[src/rtl/lspc_vram_slot_sched.sv]
// VRAM slot scheduler: each 16-phase period has slot V (video only) and slot C (CPU first, video may borrow).
// CPU access completes within 24 enables of acceptance; CPU_REQ is dropped while CPU_BUSY is high.
module lspc_vram_slot_sched #(
  parameter int AW = 16,
  parameter int DW = 16
) (
  input  logic          CLK,
  input  logic          nRESETP,
  input  logic          CLK_EN_24M_P,
  input  logic [3:0]    PHASE,
  input  logic          CPU_REQ,
  input  logic          CPU_WE,
  input  logic [AW-1:0] CPU_ADDR,
  input  logic [DW-1:0] CPU_WDATA,
  output logic          CPU_BUSY,
  output logic          CPU_ACK,
  output logic [DW-1:0] CPU_RDATA,
  input  logic          VID_REQ,
  input  logic [AW-1:0] VID_ADDR,
  output logic          VID_VALID,
  output logic [DW-1:0] VID_DATA,
  output logic [AW-1:0] VRAM_ADDR,
  output logic [DW-1:0] VRAM_WDATA,
  output logic          VRAM_WE,
  input  logic [DW-1:0] VRAM_DIN
);

  typedef enum logic [2:0] {S_IDLE, S_ADDR, S_STB, S_LATCH, S_REL} state_t;
  typedef enum logic [1:0] {O_NONE, O_VID, O_CPU} owner_t;

  state_t        state;
  owner_t        owner;
  logic [3:0]    prev_phase;
  logic          phase_seen;
  logic          cpu_we;
  logic [AW-1:0] cpu_addr;
  logic [DW-1:0] cpu_wdata;
  logic          phase_cont;
  logic [2:0]    slot_ph;

  // A slot only runs while the phase count advances by exactly one per enable.
  assign phase_cont = phase_seen && (PHASE == prev_phase + 4'd1);
  assign slot_ph    = PHASE[2:0];

  always_ff @(posedge CLK) begin
    if (!nRESETP) begin
      state      <= S_IDLE;
      owner      <= O_NONE;
      prev_phase <= '0;
      phase_seen <= 1'b0;
      cpu_we     <= 1'b0;
      cpu_addr   <= '0;
      cpu_wdata  <= '0;
      CPU_BUSY   <= 1'b0;
      CPU_ACK    <= 1'b0;
      CPU_RDATA  <= '0;
      VID_VALID  <= 1'b0;
      VID_DATA   <= '0;
      VRAM_ADDR  <= '0;
      VRAM_WDATA <= '0;
      VRAM_WE    <= 1'b0;
    end else begin
      CPU_ACK   <= 1'b0;
      VID_VALID <= 1'b0;

      if (CPU_ACK) begin
        CPU_BUSY <= 1'b0;
      end else if (CPU_REQ && !CPU_BUSY) begin
        CPU_BUSY  <= 1'b1;
        cpu_we    <= CPU_WE;
        cpu_addr  <= CPU_ADDR;
        cpu_wdata <= CPU_WDATA;
      end

      if (CLK_EN_24M_P) begin
        prev_phase <= PHASE;
        phase_seen <= 1'b1;
        if (!phase_cont) begin
          state   <= S_IDLE;
          owner   <= O_NONE;
          VRAM_WE <= 1'b0;
        end else if (slot_ph == 3'd7) begin
          // Grant edge: PHASE 7 opens slot C, PHASE 15 opens slot V.
          VRAM_WE <= 1'b0;
          if (!PHASE[3] && CPU_BUSY) begin
            state      <= S_ADDR;
            owner      <= O_CPU;
            VRAM_ADDR  <= cpu_addr;
            VRAM_WDATA <= cpu_wdata;
          end else if (VID_REQ) begin
            state     <= S_ADDR;
            owner     <= O_VID;
            VRAM_ADDR <= VID_ADDR;
          end else begin
            state <= S_IDLE;
            owner <= O_NONE;
          end
        end else begin
          case (state)
            S_ADDR: begin
              if (slot_ph == 3'd1) begin
                state   <= S_STB;
                VRAM_WE <= (owner == O_CPU) && cpu_we;
              end
            end
            S_STB: begin
              if (slot_ph == 3'd5) begin
                state   <= S_LATCH;
                VRAM_WE <= 1'b0;
              end
            end
            S_LATCH: begin
              if (slot_ph == 3'd6) begin
                state <= S_REL;
                if (owner == O_CPU) begin
                  CPU_ACK <= 1'b1;
                  if (!cpu_we) CPU_RDATA <= VRAM_DIN;
                end else begin
                  VID_VALID <= 1'b1;
                  VID_DATA  <= VRAM_DIN;
                end
              end
            end
            default: ;
          endcase
        end
      end
    end
  end

endmodule

[config.mk]
export PLATFORM = sky130hd
export DESIGN_NAME = lspc_vram_slot_sched
export DESIGN_NICKNAME = d
export VERILOG_FILES = /design/src/rtl/lspc_vram_slot_sched.sv
export SDC_FILE = /design/constraint.sdc
export NUM_CORES = 1
export LEC_CHECK = 0
export CAP_MARGIN = 5
export CORE_MARGIN = 10
export CORE_UTILIZATION = 46
export CTS_CLUSTER_SIZE = 10
export DETAILED_ROUTE_END_ITERATION = 7
export PLACE_DENSITY_LB_ADDON = 0.05
export SLEW_MARGIN = 25
export SYNTH_ARGS = -nofsm -noshare
export SYNTH_HDL_FRONTEND = slang
export SYNTH_SLANG_ARGS = --single-unit
[constraint.sdc]
create_clock -name CLK -period 3.05 [get_ports CLK]
set_input_delay 0.61 -clock CLK [delete_from_list [all_inputs] [get_ports CLK]]
set_output_delay 0.61 -clock CLK [all_outputs]
set_load 0.1 [all_outputs]
==> results of run 1 <==
==> cells by family (layout without fill, tap and decap cells) <==
family | Yosys count | count (layout) | synth area share
simple gates | 248 | 248 | 0.2493
flops | 111 | 111 | 0.5077
compound gates | 98 | 98 | 0.1332
buf+inv | 42 | 171 | 0.04002
mux | 21 | 21 | 0.04803
xor+xnor | 6 | 6 | 0.01887
fa+ha+maj | 1 | 1 | 0.002858
==> layout make-up <==
cell class	instances	share of cell area
clock buffer	11	0.02375
multi-input combinational	374	0.3363
inverter	3	0.001892
tap	129	0.02712
timing repair buffer	152	0.2266
sequential	111	0.3733
clock inverter	5	0.01093
==> layer usage <==
| metal | routed length, um | track usage | part of all wire |
|---|---|---|---|
| met1 | 5246 | 0.2098 | 0.44 |
| met2 | 5524 | 0.2601 | 0.46 |
| met3 | 959 | 0.06043 | 0.081 |
| met4 | 164 | 0.05255 | 0.014 |
| met5 | 0 | 0 | 0 |
==> flip-flops by register name, indices dropped and copies added (netlist names), 2 cells and up <==
name	count
VRAM_WDATA	16
VID_DATA	16
cpu_wdata	16
state	3
VRAM_ADDR	16
cpu_addr	16
prev_phase	4
CPU_RDATA	16
owner	2
==> synth_stat cells, drive strengths merged, types with 2 or more instances <==
cell type	count	share of area
nand2	153	0.13
mux2i	21	0.048
nor4	6	0.018
a311oi	17	0.034
inv	3	0.0026
o211ai	2	0.0034
xor2	2	0.0057
nor3	5	0.0057
nor2b	3	0.0043
nand2b	3	0.0043
clkbuf	29	0.025
nor3b	2	0.0034
nor2	43	0.037
buf	10	0.013
xnor2	4	0.013
o21ai	19	0.022
a21oi	52	0.059
nand3	22	0.026
dfxtp	111	0.51
and2	2	0.0029
nand4	2	0.0029
a31oi	2	0.0029
==> power groups by stage <==
stage / Combinational, mW / Clock, mW / Sequential, mW
2_1_floorplan: 0.126 / 0 / 1.53
3_3_place_gp: 0.266 / 0 / 1.53
3_5_place_dp: 0.270 / 0 / 1.53
4_1_cts: 0.271 / 0.943 / 1.50
5_1_grt: 0.295 / 1.00 / 1.50
6_report: 0.269 / 0.919 / 1.50
==> per-stage QoR <==
| step | utilization | instances | total power [mW] | setup WS, ns |
|---|---|---|---|---|
| 2_1_floorplan | - | 527 | 1.661 | 0.5476 |
| 3_3_place_gp | 0.6218 | 769 | 1.795 | 0.2089 |
| 3_5_place_dp | 0.6218 | 769 | 1.799 | 0.1244 |
| 4_1_cts | 0.6441 | 785 | 2.710 | 0.5385 |
| 5_1_grt | 0.6441 | 785 | 2.796 | 0.3049 |
| 6_report | 0.6441 | 785 | 2.684 | 0.5156 |
==> path summary, 6_finish.rpt <==
check | start | endpoint | slack (ns) | cells past startpoint
min reg2reg | cpu_wdata[0]$_SDFFE_PN0P_ | VRAM_WDATA[0]$_SDFFE_PN0P_ | 0.46 | 2
max | PHASE[0] | state[1]$_SDFFE_PN0P_ | 0.52 | 6
min | cpu_wdata[0]$_SDFFE_PN0P_ | VRAM_WDATA[0]$_SDFFE_PN0P_ | 0.46 | 2
max reg2reg | prev_phase[0]$_SDFFE_PN0P_ | state[1]$_SDFFE_PN0P_ | 0.73 | 6
==> worst min-delay path, delay by kind of cell, from the launching register on <==
| family | cells | cell delay, ns |
|---|---|---|
| flops | 1 | 0.32 |
| simple gates | 1 | 0.05 |
| compound gates | 1 | 0.05 |
==> layout by cell type (no fill, tap or decap), types with 3 or more instances in the layout <==
| cell | synthesis | layout |
|---|---|---|
| a21oi_1 | 52 | 52 |
| buf_4 | 0 | 77 |
| dfxtp_1 | 111 | 111 |
| nand2_1 | 153 | 153 |
| nor2_1 | 43 | 43 |
| nor3_1 | 5 | 5 |
| nand3_1 | 21 | 21 |
| clkbuf_8 | 0 | 10 |
| nor4_4 | 2 | 4 |
| o21ai_0 | 18 | 18 |
| xnor2_2 | 3 | 3 |
| nand2b_1 | 3 | 3 |
| clkdlybuf4s50_1 | 0 | 73 |
| mux2i_1 | 21 | 21 |
| a311oi_1 | 17 | 17 |
| nor2b_1 | 3 | 3 |
==> results.cfg, run 1 <==
[timing]
worstMarginPinSlew_ns = 0.7425
period_needed_ns = 2.534
slew_headroom = 0.5050
final_max_slew_viol_count = 0
setup_violations = 0
timing.setup.tns_ns = 0
finalHoldWorstSlack_ns = 0.4571
skew_ns = 0.01070
period_share = 0.8310
rsz0062_at_grt = no
hold_violations = 0
max_clock_freq_mhz = 394.6

[place]
gp_congestion = 0.7888
dpl_cell_area_um2 = 5746
dpl.hpwl_um = 8600
io_buffers = 141

[worst_setup_path]
crit_path_frequent_cell = nor4_1
cp_cell_sequence = clkdlybuf4s50_1, xor2_1, nand3_2, nor4_1, nor2_1, nor4_1
startpoint_type = input pin
criticalPathCategory = in -> reg
cp.required_ns = 3.32
crit_family = simple AND/OR/NAND/NOR gates
path_buf_inv = 1
crit_path_top_delay_cell = clkdlybuf4s50_1
crit_fanout = 8
cp_slowest_stage_delay_ns = 0.62
endpoint_kind = flop
crit_arrival_ns = 2.81

[global_routing]
grt_pass1_wl_um = 19420
antenna_found_initial = 0
grt_max_degree = 57
grtUsageTotal = 0.1670
grt_pass1_vias = 3834
grt.overflow.total = 0

[floorplan]
rows = 35
die_height_um = 117.5
start_util = 0.4737
die_w_um = 117.5
core_area_um2 = 9240
die-area_um2 = 13820
io_pins = 142

[route]
drt_first_pass_iters = 4
num_vias = 3952
first_iter_violations = 222
postRouteWirelength_um = 11900
drc = 0
wire_per_inst_um = 15.15
viasPerCell = 5.034
final_antenna_net_count = 0

[power_and_ir_drop]
p_comb_frac = 0.100
clkPwrFrac = 0.342
seq_power_share = 0.557
internal-power_mw = 2.022
p_leak_nw = 2.256
ir_worst_vdd_mv = 0.2463
power.switching_uw = 662.4
powerDensity_nw_per_um2 = 451.0
netSwitchingFraction = 0.2468

[layout]
areaGrowthSynthToFinish_pct = 35.99
register_area_um2 = 2222
layout-drive-gt1-share = 0.1631
final.fill_count = 817
multiInputGateArea_um2 = 2002
nets = 726
design_area_um2 = 5952
antenna_cells = 0

[cts]
cts_buffer_depth = 2
cts_repair_resize_count = 0
cts_setup_buffers = 0
clockRootBuffer = clkbuf_8
cts_buffers = 9
clkSlewWorstSetupHoldPaths_ns = 0.11
ctsHoldBuffers = 0
insertion_delay_ns = 0.36
clock_sinks = 111
cts_tree = yes
cts-htree-levels = 3

[synth]
synth_cell_types = 45
yosys_register_bits = 111
synth_nets = 602
syn-instance-count = 527
synth-seq-area-share = 0.5077
ys_async_sr_fraction = 0
synth-edff-count = 0
ys.flop_type = dfxtp_1
yosysWarnings = 0
syn-cell-area_um2 = 4377
syn_area_per_cell_um2 = 8.305

[worst_hold_path]
hold_class = reg -> reg

[flow_run]
maxCapViolCount = 0

[status]
status = completed
Power figures use the tool's default switching activity.
==> run 2: changes to the inputs <==
--- a/config.mk
+++ b/config.mk
@@ -7,7 +7,7 @@
 export LEC_CHECK = 0
 export CAP_MARGIN = 5
 export CORE_MARGIN = 10
-export CORE_UTILIZATION = 46
+export CORE_UTILIZATION = 41
 export CTS_CLUSTER_SIZE = 10
 export DETAILED_ROUTE_END_ITERATION = 7
 export PLACE_DENSITY_LB_ADDON = 0.05
==> constraint.sdc (replaced) <==
create_clock -name CLK -period 2.3 [get_ports CLK]
set_input_delay 0.46 -clock CLK [delete_from_list [all_inputs] [get_ports CLK]]
set_output_delay 0.46 -clock CLK [all_outputs]
set_load 0.1 [all_outputs]
==> run 2 against run 1 <==
  * Worst setup slack got worse by 0.37 ns
  * Cell count rose by 3.1%
  * First-iteration DRC count rose by 5.0%
  * Global-route usage fell by 0.31 points
  * Critical path type unchanged
  * Largest power group unchanged
==> results.cfg, run 2 (synthesis gave the netlist of run 1 again) <==
[floorplan]
start_util = 0.4221
core_area_um2 = 10370
rows = 37
die-area_um2 = 15210
die_w_um = 123.3
die_height_um = 123.3
io_pins = 142

[layout]
final_cell_mix = nand2_1 (153), dfxtp_1 (109), buf_4 (89)
layout-drive-gt1-share = 0.1902
nets = 744
layout_commonest_cell = nand2_1
antenna_cells = 0
utilization = 0.5923
areaGrowthSynthToFinish_pct = 40.34

[route]
num_vias = 4057
drt_first_pass_iters = 4
drc = 0
first_iter_violations = 233
postRouteWirelength_um = 12670
final_antenna_net_count = 0
wire_per_inst_um = 15.66
viasPerCell = 5.015

[global_routing]
grt_max_degree = 53
grt.overflow.total = 0
grt_pass1_wl_um = 20350
grtUsageTotal = 0.1639
grt_pass1_vias = 4082
antenna_found_initial = 0

[cts]
cts_buffer_depth = 2
ctsHoldBuffers = 0
clockRootBuffer = clkbuf_8
clock_sinks = 111
cts_buffers = 9
cts-htree-levels = 3
insertion_delay_ns = 0.36
cts_tree = yes
clkSlewWorstSetupHoldPaths_ns = 0.10

[worst_setup_path]
crit_arrival_ns = 2.42
reg2reg_depth = 8
startpoint_type = input pin
cp-startpoint = PHASE[3]
endpoint_kind = flop
crit_fanout = 32
cp.required_ns = 2.57
r2r_start = prev_phase[0]$_SDFFE_PN0P_
criticalPathCategory = in -> reg

[timing]
skew_ns = 0.01504
rsz0062_at_grt = no
period_share = 0.9368
worstMarginPinSlew_ns = 0.7142
slew_headroom = 0.5239
hold_violations = 0
period_needed_ns = 2.155
setup_violations = 0
max_clock_freq_mhz = 464.1
final_max_slew_viol_count = 0
setup_slack_ns = 0.1455

[flow_run]
maxCapViolCount = 0

[place]
dp_slack_ns = -0.2888
io_buffers = 141
dpl.hpwl_um = 9268
gp_congestion = 0.8403

[power_and_ir_drop]
clkPwrFrac = 0.308
finalPower_mw = 3.452
netSwitchingFraction = 0.2558
power.switching_uw = 882.9
internal-power_mw = 2.569
p_leak_nw = 2.364
seq_power_share = 0.575
p_comb_frac = 0.117
ir_worst_vdd_mv = 0.2916
powerDensity_nw_per_um2 = 562.0

[worst_hold_path]
hold_class = reg -> reg
min_from = VID_DATA[5]$_SDFFE_PN0P_
min_path_cells = 2

[status]
status = completed
[run 2: cell types whose count changed in the layout (fill, tap and decap cells not counted), sizes merged]
cell / previous run / this run
buf: 79 / 97
clkbuf: 11 / 9
dlymetal6s2s: 0 / 1
bufinv: 1 / 0
clkinv: 0 / 3
clkinvlp: 2 / 1
clkdlybuf4s50: 73 / 72
[run 2: what timing repair did]
item                                    CTS  global route
gates resized for setup                   0             3
endpoints found under the setup margin    0            19
setup buffers                             0             1
[run 2: path summary, 6_finish.rpt]
| kind | endpoint | slack (ns) |
|---|---|---|
| worst min register to register | VID_DATA[5]$_SDFFE_PN0P_ | 0.45 |
| worst min-delay path | VID_DATA[5]$_SDFFE_PN0P_ | 0.45 |
| worst max-delay path | VRAM_ADDR[0]$_SDFFE_PN0P_ | 0.15 |
| worst max register to register | VRAM_ADDR[0]$_SDFFE_PN0P_ | 0.20 |
[run 2: metrics by stage]
stage	hold slack (ns)	std cells	TNS, ns	area (um^2)
floorplan	0.4366	527	0	4378
global placement	0.4387	793	-8.327	5958
detailed placement	0.4409	793	-11.69	5958
CTS	0.4568	808	0	6128
global route	0.4822	809	0	6142
finish	0.4536	809	0	6142
[run 2: power groups by stage]
stage          registers [mW]  logic [mW]  clock network [mW]
6_report                 1.99       0.402                1.06
5_1_grt                  1.99       0.440                1.19
4_1_cts                  1.99       0.405                1.10
3_5_place_dp             2.03       0.403                   0
3_3_place_gp             2.03       0.399                   0
2_1_floorplan            2.04       0.167                   0
[run 2: routing by layer]
layer	global-route usage	vias up	wire length (um)
li1	-	2059	-
met1	0.1961	1876	5472
met2	0.2683	107	5954
met3	0.06199	15	1096
met4	0.04876	0	143
met5	0	-	0
[run 2: layout make-up]
cell class	instances	area (um^2)
Tap cell	136	170.2
Clock buffer	9	123.9
Fill cell	1000	4228
Inverter	3	11.26
Timing Repair Buffer	170	1562
Multi-Input combinational cell	374	2004
Clock inverter	6	46.29
Sequential cell	111	2225
[run 2: critical path, stage by stage]
cell,delay (ns)
clkdlybuf4s50_1,0.62
xor2_2,0.20
xnor2_2,0.15
buf_12,0.17
nor4_4,0.27
buf_12,0.22
nor2_1,0.06
a311oi_1,0.25
